## config.mk

```make
export PLATFORM = sky130hd
export DESIGN_NAME = simt_lsu_serializer_flat
export DESIGN_NICKNAME = d
export VERILOG_FILES = /design/src/rtl/simt_lsu_serializer_if.sv /design/src/rtl/simt_lsu_serializer.sv /design/src/flat_wrapper.sv
export SDC_FILE = /design/constraint.sdc
export NUM_CORES = 2
export LEC_CHECK = 0
export BUFFER_PORTS_ARGS = -buffer_cell sky130_fd_sc_hd__buf_4
export CAP_MARGIN = 30
export CELL_PAD_IN_SITES_DETAIL_PLACEMENT = 2
export CELL_PAD_IN_SITES_GLOBAL_PLACEMENT = 2
export CORE_AREA = 4 4 335 337
export CTS_CLUSTER_SIZE = 28
export DETAILED_ROUTE_END_ITERATION = 10
export DIE_AREA = 0 0 339 341
export PLACE_DENSITY = 0.65
export SETUP_SLACK_MARGIN = 0.02
export SLEW_MARGIN = 20
export SYNTH_ARGS = -nofsm -noshare
export SYNTH_HDL_FRONTEND = slang
export SYNTH_SLANG_ARGS = --single-unit
```

## constraint.sdc

```tcl
create_clock -name clk -period 53.5 [get_ports clk]
set_input_delay 2.675 -clock clk [delete_from_list [all_inputs] [get_ports clk]]
set_output_delay 2.675 -clock clk [all_outputs]
set_load 0.05 [all_outputs]
```

## src/rtl/simt_lsu_serializer_if.sv

```systemverilog
// Request, completion and sram word-bus signals of the SIMT load/store serializer.
// master = the serializer itself, slave = the execute stage / sram side.
interface simt_lsu_serializer_if #(
  parameter int LANES = 8
);
  logic                 start;
  logic                 is_store;
  logic [LANES-1:0]     lane_mask;
  logic [LANES*32-1:0]  lane_addr;
  logic [LANES*32-1:0]  lane_wd;
  logic [13:0]          mem_addr;
  logic                 mem_we;
  logic [31:0]          mem_wd;
  logic [31:0]          mem_rd;
  logic                 busy;
  logic                 done;
  logic [LANES*32-1:0]  lane_rd;
  logic [LANES-1:0]     lane_err;

  modport master (
    input  start, is_store, lane_mask, lane_addr, lane_wd, mem_rd,
    output mem_addr, mem_we, mem_wd, busy, done, lane_rd, lane_err
  );

  modport slave (
    output start, is_store, lane_mask, lane_addr, lane_wd, mem_rd,
    input  mem_addr, mem_we, mem_wd, busy, done, lane_rd, lane_err
  );
endinterface

```

## src/rtl/simt_lsu_serializer.sv

```systemverilog
// Serializes one SIMT load/store onto a single-port sram word bus, one active
// aligned lane per cycle (lowest lane first), gathering load data per lane.
module simt_lsu_serializer #(
  parameter int LANES = 8
) (
  input  logic                  clk,
  input  logic                  reset,
  simt_lsu_serializer_if.master bus
);
  localparam int IDXW = (LANES > 1) ? $clog2(LANES) : 1;

  typedef enum logic [1:0] {
    ST_IDLE = 2'd0,
    ST_RUN  = 2'd1,
    ST_DONE = 2'd2
  } state_e;

  state_e              state_q, state_d;
  logic                is_store_q, is_store_d;
  logic [LANES-1:0]    pending_q, pending_d;
  logic [LANES-1:0]    lane_err_q, lane_err_d;
  logic [LANES*32-1:0] addr_q, addr_d;
  logic [LANES*32-1:0] wd_q, wd_d;
  logic [LANES*32-1:0] lane_rd_q, lane_rd_d;
  logic [LANES-1:0]    aligned_s;
  logic [IDXW-1:0]     cur_s;
  logic [IDXW+4:0]     cur_base_s;

  // Alignment of the incoming request and the lowest still-pending lane.
  always_comb begin
    aligned_s = '0;
    cur_s     = '0;
    for (int i = 0; i < LANES; i++) begin
      aligned_s[i] = (bus.lane_addr[32*i +: 2] == 2'b00);
    end
    for (int i = LANES - 1; i >= 0; i--) begin
      cur_s = pending_q[i] ? IDXW'(i) : cur_s;
    end
    cur_base_s = {cur_s, 5'd0};
  end

  // Next-state logic: capture at start, retire one lane per RUN cycle.
  always_comb begin
    state_d    = state_q;
    is_store_d = is_store_q;
    pending_d  = pending_q;
    lane_err_d = lane_err_q;
    addr_d     = addr_q;
    wd_d       = wd_q;
    lane_rd_d  = lane_rd_q;
    case (state_q)
      ST_IDLE: begin
        if (bus.start) begin
          is_store_d = bus.is_store;
          addr_d     = bus.lane_addr;
          wd_d       = bus.lane_wd;
          pending_d  = bus.lane_mask & aligned_s;
          lane_err_d = bus.lane_mask & ~aligned_s;
          lane_rd_d  = '0;
          state_d    = (|(bus.lane_mask & aligned_s)) ? ST_RUN : ST_DONE;
        end else begin
          state_d = ST_IDLE;
        end
      end
      ST_RUN: begin
        pending_d[cur_s] = 1'b0;
        if (!is_store_q) begin
          lane_rd_d[cur_base_s +: 32] = bus.mem_rd;
        end else begin
          lane_rd_d = lane_rd_q;
        end
        state_d = (pending_d == '0) ? ST_DONE : ST_RUN;
      end
      ST_DONE: state_d = ST_IDLE;
      default: state_d = ST_IDLE;
    endcase
  end

  // The sram bus is decoded from the state register so reset silences it at once.
  always_comb begin
    bus.mem_we   = 1'b0;
    bus.mem_addr = '0;
    bus.mem_wd   = '0;
    if (state_q == ST_RUN) begin
      bus.mem_we   = is_store_q;
      bus.mem_addr = addr_q[cur_base_s + (IDXW+5)'(2) +: 14];
      bus.mem_wd   = wd_q[cur_base_s +: 32];
    end else begin
      bus.mem_we   = 1'b0;
    end
  end

  assign bus.busy     = (state_q != ST_IDLE);
  assign bus.done     = (state_q == ST_DONE);
  assign bus.lane_rd  = lane_rd_q;
  assign bus.lane_err = lane_err_q;

  // State and datapath registers.
  always_ff @(posedge clk or posedge reset) begin
    if (reset) begin
      state_q    <= ST_IDLE;
      is_store_q <= 1'b0;
      pending_q  <= '0;
      lane_err_q <= '0;
      addr_q     <= '0;
      wd_q       <= '0;
      lane_rd_q  <= '0;
    end else begin
      state_q    <= state_d;
      is_store_q <= is_store_d;
      pending_q  <= pending_d;
      lane_err_q <= lane_err_d;
      addr_q     <= addr_d;
      wd_q       <= wd_d;
      lane_rd_q  <= lane_rd_d;
    end
  end
endmodule

```

## src/flat_wrapper.sv

```systemverilog
// flat-port wrapper written by rule: the top's interface ports become plain ports
module simt_lsu_serializer_flat 
#(
  parameter int LANES = 8
)
  (clk, reset, bus_start, bus_is_store, bus_lane_mask, bus_lane_addr, bus_lane_wd, bus_mem_rd, bus_mem_addr, bus_mem_we, bus_mem_wd, bus_busy, bus_done, bus_lane_rd, bus_lane_err);
  simt_lsu_serializer_if #(.LANES(LANES)) bus_i ();
  input  logic clk;
  input  logic reset;
  input wire logic [$bits(bus_i.start)-1:0] bus_start;
  input wire logic [$bits(bus_i.is_store)-1:0] bus_is_store;
  input wire logic [$bits(bus_i.lane_mask)-1:0] bus_lane_mask;
  input wire logic [$bits(bus_i.lane_addr)-1:0] bus_lane_addr;
  input wire logic [$bits(bus_i.lane_wd)-1:0] bus_lane_wd;
  input wire logic [$bits(bus_i.mem_rd)-1:0] bus_mem_rd;
  output wire logic [$bits(bus_i.mem_addr)-1:0] bus_mem_addr;
  output wire logic [$bits(bus_i.mem_we)-1:0] bus_mem_we;
  output wire logic [$bits(bus_i.mem_wd)-1:0] bus_mem_wd;
  output wire logic [$bits(bus_i.busy)-1:0] bus_busy;
  output wire logic [$bits(bus_i.done)-1:0] bus_done;
  output wire logic [$bits(bus_i.lane_rd)-1:0] bus_lane_rd;
  output wire logic [$bits(bus_i.lane_err)-1:0] bus_lane_err;
  assign bus_i.start = bus_start;
  assign bus_i.is_store = bus_is_store;
  assign bus_i.lane_mask = bus_lane_mask;
  assign bus_i.lane_addr = bus_lane_addr;
  assign bus_i.lane_wd = bus_lane_wd;
  assign bus_i.mem_rd = bus_mem_rd;
  assign bus_mem_addr = bus_i.mem_addr;
  assign bus_mem_we = bus_i.mem_we;
  assign bus_mem_wd = bus_i.mem_wd;
  assign bus_busy = bus_i.busy;
  assign bus_done = bus_i.done;
  assign bus_lane_rd = bus_i.lane_rd;
  assign bus_lane_err = bus_i.lane_err;
  simt_lsu_serializer #(.LANES(LANES)) u_core (.clk(clk), .reset(reset), .bus(bus_i));
endmodule
```

==> results.rst <==
.. list-table::
   :header-rows: 1

   * - Metric
     - Value
   * - Synth area leader
     - sky130_fd_sc_hd__dfrtp_1
   * - Commonest cells after routing, fill and taps aside
     - 1134 x sky130_fd_sc_hd__nand2_1, 784 x sky130_fd_sc_hd__buf_4, 643 x sky130_fd_sc_hd__dfrtp_1
   * - Starting density of the core
     - between 20% and 30%
   * - Final nets
     - 3920
   * - Number of rows created at floorplan
     - approximately 120
   * - H-tree lvl count
     - 3
   * - Worst clock skew
     - just over 40 ps
   * - Clock root buffer
     - sky130_fd_sc_hd__clkbuf_16
   * - Fmax
     - 148 MHz
   * - CTS-repair resized insts
     - 0
   * - Leakage power summed over all cells
     - 0.0187 uW
   * - Result of the run
     - finished, final reports clean
   * - Synth-to-layout area growth
     - 36.0%
   * - Die Span Y
     - around 340 um
   * - Tightest Pin Transition
     - around 920 ps
   * - Proportion of register bits with asynchronous set or reset after synthesis
     - between 90% and 100%
   * - Post-route clock period utilization
     - between 10 and 15%
   * - IO Count
     - 869
   * - First-pass GRT wire length
     - between 150 and 200 mm
   * - Setup repair after global routing missed its margin
     - false
   * - Total global-route track usage
     - roughly 21%
   * - Number of synthesized flops with an enable pin
     - 0
   * - Shortest clock period the worst path allows after layout
     - roughly 6800 ps
   * - PD cells
     - around 64 nW/um2
   * - Antenna violations before repair
     - 48
   * - Classification of the worst-slack hold path
     - flip-flop to flip-flop
   * - Drc violations
     - 0
   * - Top cells by area in the synthesized netlist
     - sky130_fd_sc_hd__dfrtp_1 60%, sky130_fd_sc_hd__nand2_1 16%, sky130_fd_sc_hd__a22o_1 8.5%
   * - Most frequent standard cell in the layout excluding fill and tap cells
     - sky130_fd_sc_hd__nand2_1
   * - Vias per inst
     - between 4 and 5
   * - Total Routed Length
     - about 130 mm
   * - Routed length per instance
     - 26.5 um
   * - Critical Path RT
     - a little over 50000 ps
   * - Total global routing overflow
     - 0
   * - Flops & latches, synth
     - 643
   * - Number of max-cap violations
     - 0
   * - Max VDD drop
     - between 0.00004 and 0.00005 V
   * - Antenna violation net count after detailed routing
     - 0
   * - Sequential cell area
     - 16100 um2
   * - Count of cell types in the netlist
     - 57
   * - Total Die Area
     - 116000 um2
   * - Clock latency of the later-clocked register in the worst-skew pair
     - around 660 ps
   * - Main synth FF type
     - sky130_fd_sc_hd__dfrtp_1
   * - Post-synthesis average cell area
     - about 9.8 um2
   * - Launch point of the worst reg-to-reg path
     - u_core.pending_q[0]$_DFFE_PP0P_
   * - Pins over their slew limit
     - 0
   * - Relative slew slack
     - between 30% and 40%
   * - Core ar.
     - between 100000 and 150000 um2
   * - Final Hold Violating Endpoints
     - 0
   * - Critical Path Source
     - u_core.pending_q[0]$_DFFE_PP0P_
   * - Clock sink total
     - between 600 and 700
   * - Detailed-routing iteration count for the pre-antenna-repair pass
     - 4
   * - Half-perimeter wire length of the detailed placement result
     - around 91 mm
   * - Mapped Cells
     - around 2700
   * - Total CTS buffers
     - 79
   * - Startpoint of the lowest-slack hold path
     - u_core.wd_q[5]$_DFFE_PP0P_
   * - Number of vias in the routed layout
     - roughly 23000
   * - Share of post-route cells with drive strength above 1
     - 28.2%
   * - Post-cts hold buffer count
     - 0
   * - Sort of element at the end of the critical path
     - primary output
   * - Largest net degree at the start of global routing
     - about 150
   * - Worst Setup Path Type
     - flip-flop to primary output
   * - Number of filler instances in the final layout
     - 12000
   * - Highest fanout seen on the critical path
     - 47
   * - DRC violation total after the first TritonRoute iteration
     - between 1000 and 1500
   * - Bufs on Longest Clock Path
     - 3
   * - Gpl congestion
     - roughly 0.76
   * - Kind of start point of the critical path
     - flip-flop
   * - Proportion of netlist area held by the largest area contributor
     - 60.4%
   * - Number of I/O port buffers
     - between 700 and 800
   * - Setup TNS
     - 0 ps
   * - Number of post-CTS setup repair buffers
     - 0
   * - Post-CTS clock slew at the launch and capture registers of the worst setup and hold paths
     - 60 ps
   * - Total standard cell area after synthesis
     - roughly 27000 um2
   * - Crit path DAT
     - between 4000 and 5000 ps
   * - Overall die width
     - ~340 um
   * - Area occupied by multi-input gates
     - 9710 um2
   * - Count of warnings emitted by yosys
     - 0
   * - Net Count, Synth
     - ~3300
   * - Portion of the post-synthesis area used by sequential elements
     - approximately three fifths
   * - Count of endpoints failing setup in the final report
     - 0
   * - Final Hold Slack
     - 475 ps
   * - Vias in the first global route
     - roughly 25000
   * - TritonCTS clock tree
     - built
==> power by group <==
part / leakage [uW] / total, uW / internal [uW] / switching (uW)
registers: 0.00826 / 749 / 648 / 101
logic: 0.00923 / 1030 / 286 / 739
clock network: 0.00123 / 535 / 302 / 233
total: 0.0187 / 2310 / 1240 / 1070
==> flip-flops by register name, indices dropped and copies added (netlist names) <==
register,flops
u_core.addr_q,112
u_core.bus.lane_err,8
u_core.bus.lane_rd,256
u_core.is_store_q,1
u_core.pending_q,8
u_core.state_q,2
u_core.wd_q,256
==> logic make-up (layout without fill, tap and decap cells) <==
family | Yosys count | in the layout | share of synthesized area, %
compound gates | 553 | 553 | 16.8
fa+ha+maj | 5 | 5 | 0.225
buf+inv | 231 | 935 | 3.83
flops | 643 | 643 | 60.4
other cells | 0 | 19 | 0
simple gates | 1278 | 1278 | 18.8
==> stage by stage <==
stage	total power [uW]	std cells	instance area, um2	setup slack [ps]	utilization (%)
after floorplan	1360	2710	26700	32810	-
after global placement	1780	4686	33500	47050	30.8
after detailed placement	1810	4689	33600	47060	30.9
after CTS	2360	4824	36100	46470	33.2
after global routing	2460	4834	36200	46520	33.3
final	2310	4847	36200	46740	33.3
==> routing by layer <==
layer,global-route usage (%),vias up,share of wire [%]
met5,0,-,0.26
met4,6.33,46,2.6
met3,7.20,179,7.8
met2,35.5,696,47
met1,26.6,12000,42
li1,-,10500,-
==> cell type report <==
cell class | instances | share of cell area, %
multi-input combinational | 1836 | 26.8
inverter | 7 | 0.0932
sequential | 643 | 44.4
clock inverter | 23 | 0.822
timing repair buffer | 793 | 16.8
tap | 1414 | 4.88
antenna | 19 | 0.131
clock buffer | 112 | 6.13
==> worst paths after layout <==
| path | slack (ps) | depth (start not counted) | to |
|---|---|---|---|
| worst max-delay path | 46740 | 7 | bus_mem_wd[3] |
| max in group asynchronous | 48750 | 5 | u_core.wd_q[247]$_DFFE_PP0P_ |
| min in group asynchronous | 2110 | 2 | u_core.bus.lane_rd[41]$_DFFE_PP0P_ |
| worst max register to register | 48300 | 12 | u_core.bus.lane_rd[245]$_DFFE_PP0P_ |
| worst min-delay path | 470 | 2 | u_core.wd_q[5]$_DFFE_PP0P_ |
| worst min register to register | 470 | 2 | u_core.wd_q[5]$_DFFE_PP0P_ |
==> critical path: stages (launching register included) <==
cell and delay [ps]:
sky130_fd_sc_hd__dfrtp_1 640, sky130_fd_sc_hd__nand2b_2 200, sky130_fd_sc_hd__buf_4 610, sky130_fd_sc_hd__o311a_4 560, sky130_fd_sc_hd__buf_4 540, sky130_fd_sc_hd__o21ai_0 390, sky130_fd_sc_hd__o211a_1 230, sky130_fd_sc_hd__buf_4 190
==> Yosys cell counts, types with 6 or more instances <==
cell type and n:
sky130_fd_sc_hd__nand2_1 1135, sky130_fd_sc_hd__nor3_1 15, sky130_fd_sc_hd__o221a_2 12, sky130_fd_sc_hd__buf_4 7, sky130_fd_sc_hd__o22ai_1 80, sky130_fd_sc_hd__a21o_1 7, sky130_fd_sc_hd__inv_1 6, sky130_fd_sc_hd__dfrtp_1 643
sky130_fd_sc_hd__nand2b_1 6, sky130_fd_sc_hd__o21ai_0 44, sky130_fd_sc_hd__a21oi_1 22, sky130_fd_sc_hd__o221ai_1 46, sky130_fd_sc_hd__a2111oi_2 8, sky130_fd_sc_hd__o211a_1 20, sky130_fd_sc_hd__buf_2 72, sky130_fd_sc_hd__o21a_1 22
sky130_fd_sc_hd__a22o_1 258, sky130_fd_sc_hd__buf_1 40, sky130_fd_sc_hd__a2111oi_0 8, sky130_fd_sc_hd__clkbuf_1 100, sky130_fd_sc_hd__nor2_1 89
(Power assumes the default switching activity.)
